**src/rtl/rob_drain_scheduler.sv**
```systemverilog
// rtl/rob_drain_scheduler.sv - in-order release sequencer for buffered R bursts.
// Optional protocol checker and sticky err port: define ROB_SCHED_CHK_EN.
module rob_drain_scheduler #(
    parameter int NUM_UIDS = 16,
    parameter int ID_WIDTH = 4,
    parameter int CNT_W    = $clog2(NUM_UIDS + 1)
) (
    input  logic                clk,
    input  logic                rst_n,
    input  logic                issue_valid,
    input  logic [ID_WIDTH-1:0] issue_uid,
    output logic                issue_ready,
    input  logic                cmpl_valid,
    input  logic [ID_WIDTH-1:0] cmpl_uid,
    output logic                free_req,
    output logic [ID_WIDTH-1:0] uid_to_free,
    input  logic                free_ack,
    input  logic                pop_last,
    output logic [CNT_W-1:0]    outstanding,
`ifdef ROB_SCHED_CHK_EN
    output logic                busy,
    output logic                err
`else
    output logic                busy
`endif
);

    localparam int PTR_W = (NUM_UIDS > 1) ? $clog2(NUM_UIDS) : 1;

    typedef enum logic {IDLE, DRAIN} state_t;

    state_t              state;
    logic [ID_WIDTH-1:0] q [NUM_UIDS];
    logic [PTR_W-1:0]    head;
    logic [PTR_W-1:0]    tail;
    logic [PTR_W-1:0]    head_next;
    logic [PTR_W-1:0]    tail_next;
    logic [CNT_W-1:0]    count;
    logic [NUM_UIDS-1:0] done;
    logic [ID_WIDTH-1:0] head_uid;
    logic                issue_fire;
    logic                retire;

    assign head_uid    = q[head];
    assign issue_ready = (count != CNT_W'(NUM_UIDS));
    assign issue_fire  = issue_valid & issue_ready;
    assign retire      = (state == DRAIN) & free_ack & pop_last;
    assign head_next   = (head == PTR_W'(NUM_UIDS - 1)) ? '0 : head + PTR_W'(1);
    assign tail_next   = (tail == PTR_W'(NUM_UIDS - 1)) ? '0 : tail + PTR_W'(1);
    assign outstanding = count;
    assign busy        = (state == DRAIN);

    // Order queue, pointers, occupancy and completion bits.
    always_ff @(posedge clk or negedge rst_n) begin
        if (!rst_n) begin
            for (int i = 0; i < NUM_UIDS; i++) begin
                q[i] <= '0;
            end
            head  <= '0;
            tail  <= '0;
            count <= '0;
            done  <= '0;
        end else begin
            if (issue_fire) begin
                q[tail] <= issue_uid;
                tail    <= tail_next;
            end
            if (retire) begin
                head <= head_next;
            end
            case ({issue_fire, retire})
                2'b10:   count <= count + CNT_W'(1);
                2'b01:   count <= count - CNT_W'(1);
                default: count <= count;
            endcase
            // Completion set is applied last so it wins over a same-cycle clear.
            if (retire) begin
                done[head_uid] <= 1'b0;
            end
            if (issue_fire) begin
                done[issue_uid] <= 1'b0;
            end
            if (cmpl_valid) begin
                done[cmpl_uid] <= 1'b1;
            end
        end
    end

    always_ff @(posedge clk or negedge rst_n) begin
        if (!rst_n) begin
            state       <= IDLE;
            free_req    <= 1'b0;
            uid_to_free <= '0;
        end else begin
            case (state)
                IDLE: begin
                    uid_to_free <= head_uid;
                    if ((count != '0) && done[head_uid]) begin
                        state    <= DRAIN;
                        free_req <= 1'b1;
                    end
                end
                DRAIN: begin
                    if (free_ack && pop_last) begin
                        state    <= IDLE;
                        free_req <= 1'b0;
                    end
                end
                default: begin
                    state    <= IDLE;
                    free_req <= 1'b0;
                end
            endcase
        end
    end

`ifdef ROB_SCHED_CHK_EN
    logic [NUM_UIDS-1:0] pending;

    always_ff @(posedge clk or negedge rst_n) begin
        if (!rst_n) begin
            pending <= '0;
            err     <= 1'b0;
        end else begin
            if (retire) begin
                pending[head_uid] <= 1'b0;
            end
            if (issue_fire) begin
                pending[issue_uid] <= 1'b1;
            end
            if ((issue_valid && !issue_ready) ||
                (cmpl_valid && (!pending[cmpl_uid] || done[cmpl_uid])) ||
                (free_ack && !free_req)) begin
                err <= 1'b1;
            end
        end
    end
`endif

endmodule

```
**config.mk**
```make
export PLATFORM = sky130hd
export DESIGN_NAME = rob_drain_scheduler
export DESIGN_NICKNAME = d
export VERILOG_FILES = /design/src/rtl/rob_drain_scheduler.sv
export SDC_FILE = /design/constraint.sdc
export NUM_CORES = 1
export LEC_CHECK = 0
export CORE_MARGIN = 4
export CORE_UTILIZATION = 40
export CTS_BUF_LIST = sky130_fd_sc_hd__clkbuf_4 sky130_fd_sc_hd__clkbuf_8
export DETAILED_ROUTE_END_ITERATION = 8
export PLACE_DENSITY = 0.59
export SLEW_MARGIN = 10
export SYNTH_ARGS = -nofsm -noshare
export SYNTH_HDL_FRONTEND = slang
export SYNTH_SLANG_ARGS = --single-unit
```
**constraint.sdc**
```tcl
create_clock -name clk -period 6.8 [get_ports clk]
set_input_delay 1.36 -clock clk [delete_from_list [all_inputs] [get_ports clk]]
set_output_delay 1.36 -clock clk [all_outputs]
set_load 0.05 [all_outputs]
```
==> summary.md <==
| Metric | Value |
|---|---|
| PostCTS Resize Cnt | `0` |
| HP Start | `uid_to_free[3]` |
| Final Slew Violations | `0` |
| Clk_lat worst skew | `380 ps` |
| Synthesis Warnings | `0` |
| Ant diodes | `0` |
| Rel. slew slack | `0.247` |
| Clock-pin slew on the worst setup and hold paths | `90 ps` |
| Most frequent cells in the layout | `dfrtp_1 (99), mux2_2 (70), nand3_1 (27)` |
| CTS tree | `done` |
| Main combinational cell family by area after synthesis | `multiplexers` |
| Mapped cell area | `5100 µm²` |
| Post-synthesis mux area share | `0.250` |
| Critical path fanouts, max | `23` |
| Synth Register Bits | `99` |
| TritonRoute pass-1 iters | `4` |
| # clock sinks | `99` |
| Layout fillers | `1149` |
| Critical Path Start Type | `primary input` |
| Crit path time final | `3950 ps` |
| ANT nets after route | `0` |
| Primary FF master, synth | `dfrtp_1` |
| Cells after synthesis | `408` |
| Post-CTS Setup Inserts | `0` |
| Overall Power | `2.87 mW` |
| Layout area overhead | `11.0%` |
| Syn Area/Cell | `12.5 µm²` |
| Largest net degree at the start of global routing | `70` |
| Critical Path AT | `4220 ps` |
| Pwr/cell area | `507 nW/µm²` |
| Mapped Nets | `432` |
| Hold_buf cts | `0` |
| RSZ-0062 raised after global routing | `no` |
| Worst-Margin Slew | `1130 ps` |
| Crit path from | `issue_valid` |
| CTS Buffer Depth | `2` |
| Htree depth | `3` |
| Finished Layout Cells | `595` |
| Final setup violation count | `0` |
| Synth Area in XOR/XNOR | `0.0120` |
| Number of enable flip-flop cells after synthesis | `0` |
| Total gr overflow | `0` |
| Die width | `121 µm` |
| Initial antenna violation count | `0` |
| Cell area after placement | `5450 µm²` |
| Vias in the first global route | `3366` |
| CP Capture Type | `register` |
| GP Congestion | `0.857` |
| Row cnt | `40` |
| R2R Setup Slk | `3590 ps` |
| Starting DRT DRC Count | `217` |
| Final period util | `0.581` |
| Post-Route WL | `11.5 mm` |
| Max Clock Freq | `253 MHz` |
| Vias | `3384` |
| Nets@finish | `447` |
| Placed insts | `580` |
| RR Endpoint | `outstanding[4]` |
| Gr usage total | `0.166` |
| Cts bufs inserted | `9` |
| I/O pin cnt | `26` |
| WS Path Type | `primary input to register` |
| Post-synth cell types | `51` |
| Register area share after synthesis | `0.486` |
| Total core area | `12300 µm²` |
| Worst r2r src | `outstanding[0]` |
| Hold Fails Final Rpt | `0` |
| Design Area, Final | `5660 µm²` |
| Final Skew | `12.0 ps` |
| Worst Slack Setup Final | `2850 ps` |
| Adder-cell area share of the yosys netlist | `0.0260` |
| Top cells by area, synth | `dfrtp_1 (49%), mux2_2 (15%), mux4_2 (4.4%), o221ai_1 (2.7%), nand3_1 (2.6%)` |
| Crit path required time | `7070 ps` |
| Biggest area consumer among synthesized cells | `dfrtp_1` |
| Avg Vias per Cell | `5.69` |
| Hold Path Depth | `2` |
| Pleak | `2.41 nW` |
| Final HPWL DP | `8.05 mm` |
| Fraction of layout cells with a size suffix above 1 | `0.262` |
| Worst hold path class | `register to register` |
| Routed WL per cell | `19.3 µm` |
| Compound-Gate Fraction of Synth Area | `0.0991` |
| Dpl ws | `2500 ps` |
| Initial Util | `0.416` |
| DRC violations left | `0` |
| Commonest non-fill, non-tap cell in the layout | `dfrtp_1` |
| PortBufs | `25` |
| VDD IR max | `0.128 mV` |
| Die area | `14600 µm²` |
| Max_cap viols | `0` |
| Hold_ws | `490 ps` |
| Simple-gate share of the synthesized area | `0.0972` |
| CTS Root Cell | `clkbuf_8` |
| First-pass GRT wire length | `18.4 mm` |
| Area fraction of the dominant cell type after synthesis | `0.486` |
| Final setup TNS | `0 ps` |
| Status | `finished, final reports clean` |
| Die Height | `121 µm` |
| Async set-reset flop share out of synthesis | `1.00` |
| Core Util, Final | `0.462` |
| Reg2Reg Depth | `11` |
| Hold Crit Endpoint | `uid_to_free[3]` |
-- worst max-delay path, stage by stage --
cell and delay, ps:
clkdlybuf4s50_1 450, and2_1 640, inv_1 260, ha_1 360
fa_1 440, a21o_1 200, a21oi_1 170, xor2_1 150
nor2_1 60, xnor2_1 120
-- where the power goes --
| group | internal, mW | leakage [nW] | switching [mW] |
|---|---|---|---|
| logic | 0.660 | 1.08 | 0.710 |
| clock network | 0.209 | 0.110 | 0.203 |
| registers | 0.859 | 1.22 | 0.228 |
| total | 1.73 | 2.41 | 1.14 |
-- per-layer routing --
metal	GRT usage	routed length (µm)
met2	0.257	5400
met3	0.0303	520
met5	0	0
met1	0.231	5320
met4	0.0687	245
-- area by class of cell --
type	count	area [µm²]	share of cell area
multi-input cells	278	2470	0.436
inverters	8	30.0	0.00531
well taps	168	210	0.0371
clock buffers	10	131	0.0232
clock inverters	5	78.8	0.0139
repair buffers	27	263	0.0464
flip-flops and latches	99	2480	0.438
-- Yosys cell counts (2+ instances only) --
cell and instances:
dfrtp_1 99, mux2_2 70, nand3_1 27, nand2_1 24
o21ai_0 17, clkbuf_1 16, o221ai_1 16, o21ai_1 11
mux4_2 10, ha_1 9, inv_1 8, mux2i_1 8
a21o_1 5, nand2b_1 5, nor2_1 5, or2_2 5
xnor2_1 5, a21oi_1 4, a32oi_1 4, mux4_1 4
nand4_1 4, or3_1 4, a22oi_1 3, a31oi_1 3
buf_4 3, nor2b_1 3, o211ai_1 3, and2_1 2
and2b_1 2, and3_1 2, buf_2 2, mux2_4 2
mux2i_4 2, nand3b_1 2, o22ai_1 2, xor2_1 2
-- state kept, by name, summed over array words and instances, names as in the netlist --
register,cells
free_req,1
uid_to_free,4
head,4
done,16
outstanding,5
q,64
tail,4
busy,1
-- how the worst max path moves through the flow --
stage,endpoint,depth (start not counted)
3_3_place_gp,outstanding[4],10
3_5_place_dp,outstanding[4],10
5_1_grt,outstanding[4],10
4_1_cts,outstanding[4],10
6_report,outstanding[4],10
2_1_floorplan,outstanding[4],12
-- cell families (layout without fill, tap and decap cells) --
group                      after synthesis  count (layout)
xor gates and xnor gates                 7               7
buffers and inverters                   31              50
adders and majority gates               10              10
and+or+nand+nor                         93              93
AOI/OAI and AO/OA                       72              72
DFF                                     99              99
muxes                                   96              96
(Power assumes the default switching activity.)
